## config.mk

```make
export PLATFORM = sky130hd
export DESIGN_NAME = serial_byte_feeder_flat
export DESIGN_NICKNAME = d
export VERILOG_FILES = /design/src/rtl/serial_byte_feeder_pkg.sv /design/src/rtl/serial_byte_feeder_if.sv /design/src/rtl/serial_byte_feeder_bit_tick_gen.sv /design/src/rtl/serial_byte_feeder.sv /design/src/flat_wrapper.sv
export SDC_FILE = /design/constraint.sdc
export NUM_CORES = 1
export LEC_CHECK = 0
export CORE_UTILIZATION = 36
export CTS_CLUSTER_SIZE = 40
export DETAILED_ROUTE_END_ITERATION = 6
export GPL_TIMING_DRIVEN = 0
export PLACE_DENSITY = 0.59
export SYNTH_ARGS = -nofsm -noshare
export SYNTH_HDL_FRONTEND = slang
export SYNTH_SLANG_ARGS = --single-unit
```

## constraint.sdc

```tcl
create_clock -name clk -period 4.7 [get_ports clk]
set_input_delay 1.41 -clock clk [delete_from_list [all_inputs] [get_ports clk]]
set_output_delay 1.41 -clock clk [all_outputs]
set_load 0.05 [all_outputs]
```

## src/rtl/serial_byte_feeder_pkg.sv

```systemverilog
// Shared types and constants for the serial byte feeder and the downstream
// 11011 sequence detector it drives.
package serial_byte_feeder_pkg;

    typedef enum logic [0:0] {
        ST_IDLE  = 1'b0,
        ST_SHIFT = 1'b1
    } feeder_state_e;

    localparam logic [4:0]  SEQ_PATTERN = 5'b11011;
    localparam int unsigned SEQ_LEN     = 5;

    // Counter width for a modulus of n, never narrower than one bit.
    function automatic int unsigned cnt_width(input int unsigned n);
        return (n > 1) ? $clog2(n) : 1;
    endfunction

endpackage

```

## src/rtl/serial_byte_feeder_if.sv

```systemverilog
// Host-side byte handshake and detector-side serial stream of the feeder.
interface serial_byte_feeder_if #(
    parameter int unsigned DATA_W = 8
);
    logic [DATA_W-1:0] in_data;
    logic              in_valid;
    logic              in_ready;
    logic              ser_bit;
    logic              ser_valid;
    logic              busy;
    logic              frame_done;

    modport master (
        output in_data, in_valid,
        input  in_ready, ser_bit, ser_valid, busy, frame_done
    );

    modport slave (
        input  in_data, in_valid,
        output in_ready, ser_bit, ser_valid, busy, frame_done
    );
endinterface

```

## src/rtl/serial_byte_feeder_bit_tick_gen.sv

```systemverilog
// Bit-period timer: o_tick is a registered strobe on the first cycle of each
// bit period, o_last flags the final cycle of the current period.
module serial_byte_feeder_bit_tick_gen
    import serial_byte_feeder_pkg::*;
#(
    parameter int unsigned DIV = 1
) (
    input  logic clk,
    input  logic rst,
    input  logic i_start,
    input  logic i_stop,
    output logic o_tick,
    output logic o_last
);
    localparam int unsigned      CNT_W    = cnt_width(DIV);
    localparam logic [CNT_W-1:0] CNT_LAST = CNT_W'(DIV - 1);

    logic [CNT_W-1:0] r_div_cnt;
    logic             r_run;
    logic             r_tick;

    // Divider counter; a start always begins a fresh period even while running.
    always_ff @(posedge clk or posedge rst) begin
        if (rst) begin
            r_div_cnt <= {CNT_W{1'b0}};
            r_run     <= 1'b0;
            r_tick    <= 1'b0;
        end else if (i_start) begin
            r_div_cnt <= {CNT_W{1'b0}};
            r_run     <= 1'b1;
            r_tick    <= 1'b1;
        end else if (i_stop) begin
            r_div_cnt <= {CNT_W{1'b0}};
            r_run     <= 1'b0;
            r_tick    <= 1'b0;
        end else if (r_run && (r_div_cnt == CNT_LAST)) begin
            r_div_cnt <= {CNT_W{1'b0}};
            r_tick    <= 1'b1;
        end else if (r_run) begin
            r_div_cnt <= r_div_cnt + CNT_W'(1);
            r_tick    <= 1'b0;
        end else begin
            r_tick    <= 1'b0;
        end
    end

    assign o_tick = r_tick;
    assign o_last = r_run && (r_div_cnt == CNT_LAST);

endmodule

```

## src/rtl/serial_byte_feeder.sv

```systemverilog
// Serializes host-written bytes into a bit stream plus clock-enable strobe
// for the 11011 sequence detector, with zero-bubble back-to-back frames.
module serial_byte_feeder
    import serial_byte_feeder_pkg::*;
#(
    parameter int unsigned DATA_W    = 8,
    parameter int unsigned DIV       = 1,
    parameter bit          MSB_FIRST = 1'b1
) (
    input  logic                 clk,
    input  logic                 rst,
    serial_byte_feeder_if.slave  bus
);
    localparam int unsigned      BIT_W    = cnt_width(DATA_W);
    localparam logic [BIT_W-1:0] BIT_LAST = BIT_W'(DATA_W - 1);

    feeder_state_e     r_state;
    feeder_state_e     w_state_nxt;
    logic [BIT_W-1:0]  r_bit_cnt;
    logic [DATA_W-1:0] r_shift;
    logic [DATA_W-1:0] w_shift_nxt;
    logic              r_ser_bit;
    logic              r_busy;
    logic              r_frame_done;
    logic              w_tick;
    logic              w_last;
    logic              w_frame_last;
    logic              w_in_ready;
    logic              w_accept;
    logic              w_stop;
    logic              w_first_bit;
    logic              w_next_bit;

    serial_byte_feeder_bit_tick_gen #(.DIV(DIV)) u_tick (
        .clk     (clk),
        .rst     (rst),
        .i_start (w_accept),
        .i_stop  (w_stop),
        .o_tick  (w_tick),
        .o_last  (w_last)
    );

    assign w_frame_last = (r_state == ST_SHIFT) && w_last && (r_bit_cnt == BIT_LAST);
    assign w_in_ready   = !rst && ((r_state == ST_IDLE) || w_frame_last);
    assign w_accept     = bus.in_valid && w_in_ready;

    // Bit ordering: the bit on the wire is always the shift register's exit end.
    always_comb begin
        w_shift_nxt = r_shift;
        w_first_bit = 1'b0;
        w_next_bit  = 1'b0;
        if (MSB_FIRST) begin
            w_shift_nxt = {r_shift[DATA_W-2:0], 1'b0};
            w_first_bit = bus.in_data[DATA_W-1];
            w_next_bit  = r_shift[DATA_W-2];
        end else begin
            w_shift_nxt = {1'b0, r_shift[DATA_W-1:1]};
            w_first_bit = bus.in_data[0];
            w_next_bit  = r_shift[1];
        end
    end

    // Next-state logic; leaving SHIFT only when the last bit ends with no new byte.
    always_comb begin
        w_state_nxt = r_state;
        w_stop      = 1'b0;
        case (r_state)
            ST_IDLE: begin
                if (w_accept) begin
                    w_state_nxt = ST_SHIFT;
                end else begin
                    w_state_nxt = ST_IDLE;
                end
            end
            ST_SHIFT: begin
                if (w_frame_last && !w_accept) begin
                    w_state_nxt = ST_IDLE;
                    w_stop      = 1'b1;
                end else begin
                    w_state_nxt = ST_SHIFT;
                end
            end
            default: begin
                w_state_nxt = ST_IDLE;
            end
        endcase
    end

    // FSM state register.
    always_ff @(posedge clk or posedge rst) begin
        if (rst) begin
            r_state <= ST_IDLE;
        end else begin
            r_state <= w_state_nxt;
        end
    end

    // Shift datapath and registered status outputs.
    always_ff @(posedge clk or posedge rst) begin
        if (rst) begin
            r_shift      <= {DATA_W{1'b0}};
            r_bit_cnt    <= {BIT_W{1'b0}};
            r_ser_bit    <= 1'b0;
            r_busy       <= 1'b0;
            r_frame_done <= 1'b0;
        end else begin
            r_frame_done <= w_frame_last;
            if (w_accept) begin
                r_shift   <= bus.in_data;
                r_bit_cnt <= {BIT_W{1'b0}};
                r_ser_bit <= w_first_bit;
                r_busy    <= 1'b1;
            end else if (w_stop) begin
                r_shift   <= {DATA_W{1'b0}};
                r_bit_cnt <= {BIT_W{1'b0}};
                r_ser_bit <= 1'b0;
                r_busy    <= 1'b0;
            end else if ((r_state == ST_SHIFT) && w_last) begin
                r_shift   <= w_shift_nxt;
                r_bit_cnt <= r_bit_cnt + BIT_W'(1);
                r_ser_bit <= w_next_bit;
            end
        end
    end

    assign bus.in_ready   = w_in_ready;
    assign bus.ser_bit    = r_ser_bit;
    assign bus.ser_valid  = w_tick;
    assign bus.busy       = r_busy;
    assign bus.frame_done = r_frame_done;

endmodule
```

## src/flat_wrapper.sv

```systemverilog
// flat-port wrapper written by rule: the top's interface ports become plain ports
module serial_byte_feeder_flat import serial_byte_feeder_pkg::*;
#(
    parameter int unsigned DATA_W    = 8,
    parameter int unsigned DIV       = 1,
    parameter bit          MSB_FIRST = 1'b1
)
  (clk, rst, bus_in_data, bus_in_valid, bus_in_ready, bus_ser_bit, bus_ser_valid, bus_busy, bus_frame_done);
  serial_byte_feeder_if #(.DATA_W(DATA_W)) bus_i ();
  input  logic clk;
  input  logic rst;
  input wire logic [$bits(bus_i.in_data)-1:0] bus_in_data;
  input wire logic [$bits(bus_i.in_valid)-1:0] bus_in_valid;
  output wire logic [$bits(bus_i.in_ready)-1:0] bus_in_ready;
  output wire logic [$bits(bus_i.ser_bit)-1:0] bus_ser_bit;
  output wire logic [$bits(bus_i.ser_valid)-1:0] bus_ser_valid;
  output wire logic [$bits(bus_i.busy)-1:0] bus_busy;
  output wire logic [$bits(bus_i.frame_done)-1:0] bus_frame_done;
  assign bus_i.in_data = bus_in_data;
  assign bus_i.in_valid = bus_in_valid;
  assign bus_in_ready = bus_i.in_ready;
  assign bus_ser_bit = bus_i.ser_bit;
  assign bus_ser_valid = bus_i.ser_valid;
  assign bus_busy = bus_i.busy;
  assign bus_frame_done = bus_i.frame_done;
  serial_byte_feeder #(.DATA_W(DATA_W), .DIV(DIV), .MSB_FIRST(MSB_FIRST)) u_core (.clk(clk), .rst(rst), .bus(bus_i));
endmodule
```

==> flow_metrics.env, run 1 <==
export IMPL_synth_top_cell_by_area="dfrtp_1"
export IMPL_firstDrtPassIters=3
export IMPL_syn_num_nets=68
export IMPL_ys_types=18
export IMPL_start_util_pct=39.4
export IMPL_dp_worst_setup_slack_ps=485
export IMPL_globalRouteTotalUtil_pct=15.3
export IMPL_setup_violations_final=0
export IMPL_syn_cell_area_sq_um=694
export IMPL_drv_slew=0
export IMPL_hold_path_startpoint="u_core.r_shift[1]$_DFFE_PP0P_"
export IMPL_ctsHoldBuffers=0
export IMPL_grt_util_met3_pct=5.95
export IMPL_drive_above_1_share_pct=10.8
export IMPL_ios=16
export IMPL_grt_max_degree=17
export IMPL_final_cell_area_sq_um=912
export IMPL_portBuffers=15
export IMPL_fin_crit_sh_pct=89.6
export IMPL_diodes=0
export IMPL_antenna_found_initial=0
export IMPL_dp_hpwl_um=861
export IMPL_total_power_mw=0.521
export IMPL_nNetsFinal=88
export IMPL_hold_depth=1
export IMPL_drt_wl_total_um=1310
export IMPL_syn2layout_area_growth_pct=31.4
export IMPL_startpoint="rst"
export IMPL_ff2ff_path_depth=6
export IMPL_synth_top_cell_area_share_pct=57.7
export IMPL_ctsResizeCount=0
export IMPL_ir_drop_uv=337
export IMPL_worstMarginPinSlew_ps=626
export IMPL_switchingPower_mw=0.184
export IMPL_finalCriticalPeriod_ps=4210
export IMPL_hold_viol_final=0
export IMPL_setup_tns_ps=0
export IMPL_skew_ps=0.350
export IMPL_clock_sinks=16
export IMPL_hold_class="reg2reg"
export IMPL_cp_end_kind="output pin"
export IMPL_drt_initial_drc_count=7
export IMPL_die_area_sq_um=2110
export IMPL_gp_congestion=0.648
export IMPL_met1_usage_pct=20.1
export IMPL_yosys_warnings=0
export IMPL_path_class="in2out"
export IMPL_synth_seq_area_share_pct=57.7
export IMPL_postCtsSetupBuffers=0
export IMPL_start_kind="primary input"
export IMPL_clkTransAtPathRegs_ps=90
export IMPL_die_w_um=45.9
export IMPL_dpl_cell_area_sq_um=876
export IMPL_place_inst=95
export IMPL_drc=0
export IMPL_crit_fanout=4
export IMPL_rr_startpoint="u_core.r_bit_cnt[0]$_DFFE_PP0P_"
export IMPL_rsz0062_at_grt="no"
export IMPL_timing_fmax_mhz=237
export IMPL_relSlewSlack_pct=58.2
export IMPL_cts_tree="built"
export IMPL_rows=15
export IMPL_p_comb_share_pct=41.3
export IMPL_numCtsBuffers=3
export IMPL_clockPowerShare_pct=17.5
export IMPL_synth_seq_cells=16
export IMPL_grt_pass1_wl_um=2180
export IMPL_top_usage_layer="met2"
export IMPL_wl_per_cell_um=13.2
export IMPL_via_count=498
export IMPL_sequentialPowerShare_pct=41.2
export IMPL_clock_latency_ps=280
export IMPL_status="finished, final reports clean"
export IMPL_grt_overflow_total=0
export IMPL_met2_usage_pct=22.0
export IMPL_p_leak_nw=0.439
export IMPL_syn_inst=55
export IMPL_worstPathArrival_ps=2800
export IMPL_core_area_sq_um=1760
export IMPL_h_tree_depth=1
export IMPL_cap_violations=0
export IMPL_syn_area_per_cell_sq_um=12.6
export IMPL_die_h_um=45.9
export IMPL_synth_area_leaders="dfrtp_1 58%, a221o_1 10%, and2_1 6.3%"
export IMPL_ant_nets=0
export IMPL_required_ps=3290
export IMPL_fin_ws_ps=487
export IMPL_switching_share_pct=35.4
export IMPL_root_buffer="clkbuf_4"
export IMPL_power_density_nw_per_um2=571
export IMPL_cts_buffer_depth=2
export IMPL_via_per_inst=5.03
export IMPL_instances_no_fill=99
export IMPL_first_global_vias=487
export IMPL_internal_power_mw=0.336
[per-stage QoR]
stage	hold slack, ps	utilization [%]
after floorplan	464	-
after global placement	487	49.6
after detailed placement	485	49.6
after CTS	514	51.7
after global routing	526	51.7
final	514	51.7
[power by group through the flow]
stage / combinational, mW / clock (mW) / sequential, mW
2_1_floorplan: 0.122 / 0 / 0.248
3_3_place_gp: 0.213 / 0 / 0.215
3_5_place_dp: 0.215 / 0 / 0.218
4_1_cts: 0.218 / 0.0945 / 0.215
5_1_grt: 0.232 / 0.103 / 0.220
6_report: 0.215 / 0.0910 / 0.215
[final cells by class]
type / count / area [sq um]
fillers: 181 / 852
flip-flops and latches: 16 / 400
multi-input cells: 34 / 265
repair buffers: 15 / 150
clock buffers: 4 / 36.3
well taps: 25 / 31.3
plain buffers: 3 / 21.3
inverters: 2 / 7.51
[cells in the mapped netlist]
cell type	number
dfrtp_1	16
a221o_1	7
and2_1	7
a21oi_1	3
a22o_1	3
a21o_1	2
buf_2	2
ha_1	2
inv_1	2
nand2_1	2
nor3b_1	2
and2b_1	1
buf_6	1
mux2_2	1
nand2b_1	1
nand3_1	1
nand3b_1	1
nor4bb_1	1
[placed cells by master, fill, tap and decap left out, drive strengths merged]
| cell | n |
|---|---|
| nor4bb | 1 |
| nand2b | 1 |
| a21o | 2 |
| a22o | 3 |
| inv | 2 |
| buf | 3 |
| dfrtp | 16 |
| and2 | 7 |
| and2b | 1 |
| a221o | 7 |
| nor3b | 2 |
| a21oi | 3 |
| ha | 2 |
| mux2 | 1 |
| nand3 | 1 |
| nand2 | 2 |
| clkbuf | 4 |
| nand3b | 1 |
| clkdlybuf4s50 | 15 |
[routing by layer]
metal  part of all wire [%]  vias up
li1                       -      241
met1                     51      245
met2                     46       10
met3                    2.5        2
met4                   0.92        0
met5                      0        -
[worst paths after layout]
path | endpoint | slack, ps
worst max-delay path | bus_in_ready | 490
worst min-delay path | u_core.r_shift[1]$_DFFE_PP0P_ | 510
worst max register to register | u_core.r_shift[3]$_DFFE_PP0P_ | 3010
worst min register to register | u_core.r_shift[1]$_DFFE_PP0P_ | 510
max in group asynchronous | u_core.r_shift[3]$_DFFE_PP0P_ | 2730
min in group asynchronous | u_core.bus.busy$_DFFE_PP0P_ | 1570
[kinds of logic (layout without fill, tap and decap cells)]
kind of cell,after synthesis,count (layout),synth area share [%]
simple gates,16,16,14.8
fa+ha+maj,2,2,3.60
mux,1,1,1.62
compound gates,15,15,18.2
flops,16,16,57.7
buf+inv,5,24,4.14
[sequential cells by signal, indices dropped and copies added, names as in the netlist]
name	cells
u_core.bus.busy	1
u_core.r_state	1
u_core.r_bit_cnt	3
u_core.bus.frame_done	1
u_core.r_shift	7
u_core.u_tick.o_tick	1
u_core.bus.ser_bit	1
u_core.u_tick.r_div_cnt	1
[critical path: stages]
cell	delay [ps]
clkdlybuf4s50_1	450
a21oi_1	130
clkdlybuf4s50_1	810
(Power assumes the default switching activity.)
==> inputs of run 2 (changes only) <==
Settings changed: CORE_ASPECT_RATIO set to 0.9, PLACE_DENSITY 0.59 to not set.
==> run 2 against run 1 <==
Count of clock-buffer cells in the layout stayed put. Combinational power is essentially flat. Final area shrank 0.14%. Sequential power hardly changed. Clock power up 2.4%. Highest routed layer unchanged. Power hardly changed.
==> flow_metrics.env, run 2 (synthesized netlist as in run 1, its figures left out) <==
export IMPL_grt_max_degree=17
export IMPL_startpoint="rst"
export IMPL_start_util_pct=40.0
export IMPL_clockPowerShare_pct=17.9
export IMPL_crit_chain="clkdlybuf4s50_1, a21oi_1, clkdlybuf4s50_1"
export IMPL_place_inst=94
export IMPL_worstPathArrival_ps=2800
export IMPL_cp_depth=3
export IMPL_crit_end="bus_in_ready"
export IMPL_p_leak_nw=0.439
export IMPL_ctsResizeCount=0
export IMPL_critical_path_top_delay_family="buffers and inverters"
export IMPL_antenna_found_initial=0
export IMPL_setup_violations_final=0
export IMPL_drive_above_1_share_pct=10.8
export IMPL_dp_hpwl_um=851
export IMPL_p_comb_share_pct=40.8
export IMPL_drt_wl_total_um=1210
export IMPL_critPathBufInv=2
export IMPL_gp_congestion=0.702
export IMPL_skew_ps=4.66
export IMPL_regMostFlops="u_core.r_shift"
export IMPL_ios=16
export IMPL_clock_latency_ps=290
export IMPL_setup_tns_ps=0
export IMPL_rows=14
export IMPL_crit_fanout=4
export IMPL_start_kind="primary input"
export IMPL_relSlewSlack_pct=59.8
export IMPL_required_ps=3290
export IMPL_diodes=0
export IMPL_h_tree_depth=1
export IMPL_ctsHoldBuffers=0
export IMPL_hold_viol_final=0
export IMPL_rsz0062_at_grt="no"
export IMPL_worst_path_largest_cell_delay_ps=810
export IMPL_grt_overflow_total=0
export IMPL_cp_slowest_cell="clkdlybuf4s50_1"
export IMPL_syn2layout_area_growth_pct=31.2
export IMPL_via_per_inst=5.04
export IMPL_worstMarginPinSlew_ps=602
export IMPL_status="finished, final reports clean"
export IMPL_largest_reg_flops=7
export IMPL_path_class="in2out"
export IMPL_power_density_nw_per_um2=572
export IMPL_cp_common_cell="clkdlybuf4s50_1"
export IMPL_timing_fmax_mhz=238
export IMPL_numCtsBuffers=3
export IMPL_firstDrtPassIters=4
export IMPL_internal_power_mw=0.336
export IMPL_switchingPower_mw=0.185
export IMPL_final_common_cell="dfrtp_1"
export IMPL_ff2ff_setup_slack_ps=3020
export IMPL_total_power_mw=0.521
export IMPL_fin_crit_sh_pct=89.6
export IMPL_die_area_sq_um=2110
export IMPL_wl_per_cell_um=12.4
export IMPL_portBuffers=15
export IMPL_clkTransAtPathRegs_ps=90
export IMPL_root_buffer="clkbuf_4"
export IMPL_r2r_end="u_core.r_shift[3]$_DFFE_PP0P_"
export IMPL_first_global_vias=498
export IMPL_ant_nets=0
export IMPL_finalCriticalPeriod_ps=4210
export IMPL_core_area_sq_um=1730
export IMPL_via_count=494
export IMPL_die_h_um=43.7
export IMPL_cap_violations=0
export IMPL_cts_tree="built"
export IMPL_mostFrequentLayoutCells="16 x dfrtp_1, 15 x clkdlybuf4s50_1, 7 x and2_1, 7 x a221o_1"
export IMPL_clock_sinks=16
export IMPL_grt_pass1_wl_um=2260
export IMPL_globalRouteTotalUtil_pct=15.7
export IMPL_postCtsSetupBuffers=0
export IMPL_nFillCells=146
export IMPL_ff2ff_path_depth=6
export IMPL_switching_share_pct=35.5
export IMPL_rr_startpoint="u_core.r_bit_cnt[0]$_DFFE_PP0P_"
export IMPL_drv_slew=0
export IMPL_hold_class="reg2reg"
export IMPL_cts_buffer_depth=2
export IMPL_instances_no_fill=98
export IMPL_drc=0
export IMPL_dp_worst_setup_slack_ps=490
export IMPL_sequentialPowerShare_pct=41.3
export IMPL_top_regs="u_core.r_shift: 7 flops, u_core.r_bit_cnt: 3 flops"
export IMPL_die_w_um=48.3
export IMPL_drt_initial_drc_count=12
export IMPL_nNetsFinal=88
export IMPL_ir_drop_uv=280
export IMPL_cp_end_kind="output pin"
export IMPL_fin_ws_ps=490
[run 2: cell counts in the layout (fill, tap and decap cells not counted)]
No cell type changed its count.
[run 2: layout make-up]
cell class                      count  area (sq um)  area share (%)
Clock buffer                        4          36.3            3.98
Sequential cell                    16           400            44.0
Tap cell                           24          30.0            3.30
Buffer                              3          21.3            2.34
Multi-Input combinational cell     34           265            29.1
Inverter                            2          7.51           0.824
Timing Repair Buffer               15           150            16.5
[run 2: worst min-delay path by stage]
| stage | start | end | slack (ps) | cells after the start |
|---|---|---|---|---|
| 6_report | u_core.r_shift[0]$_DFFE_PP0P_ | u_core.r_shift[0]$_DFFE_PP0P_ | 510 | 1 |
| 5_1_grt | u_core.r_shift[0]$_DFFE_PP0P_ | u_core.r_shift[0]$_DFFE_PP0P_ | 540 | 1 |
| 4_1_cts | u_core.r_shift[0]$_DFFE_PP0P_ | u_core.r_shift[0]$_DFFE_PP0P_ | 520 | 1 |
| 3_5_place_dp | u_core.r_shift[0]$_DFFE_PP0P_ | u_core.r_shift[0]$_DFFE_PP0P_ | 490 | 1 |
| 3_3_place_gp | u_core.r_shift[0]$_DFFE_PP0P_ | u_core.r_shift[0]$_DFFE_PP0P_ | 480 | 1 |
| 2_1_floorplan | u_core.r_shift[0]$_DFFE_PP0P_ | u_core.r_shift[0]$_DFFE_PP0P_ | 460 | 1 |
[run 2: power groups by stage]
stage	clock (mW)	combinational (mW)	sequential, mW
finish	0.0932	0.212	0.215
global route	0.104	0.236	0.224
CTS	0.0976	0.214	0.216
detailed placement	0	0.214	0.218
global placement	0	0.211	0.216
floorplan	0	0.122	0.248
[run 2: layer usage]
| layer | wire length, um | vias to the layer above | global-route usage (%) |
|---|---|---|---|
| li1 | - | 242 | - |
| met1 | 630 | 234 | 22.5 |
| met2 | 505 | 15 | 21.6 |
| met3 | 61 | 3 | 7.50 |
| met4 | 14 | 0 | 3.33 |
| met5 | 0 | - | 0 |
[run 2: through the flow]
stage	hold slack (ps)	cell area, sq um	util (%)
4_1_cts	516	911	52.5
6_report	512	911	52.5
3_5_place_dp	487	875	50.4
5_1_grt	535	911	52.5
3_3_place_gp	481	875	50.4
2_1_floorplan	464	694	-
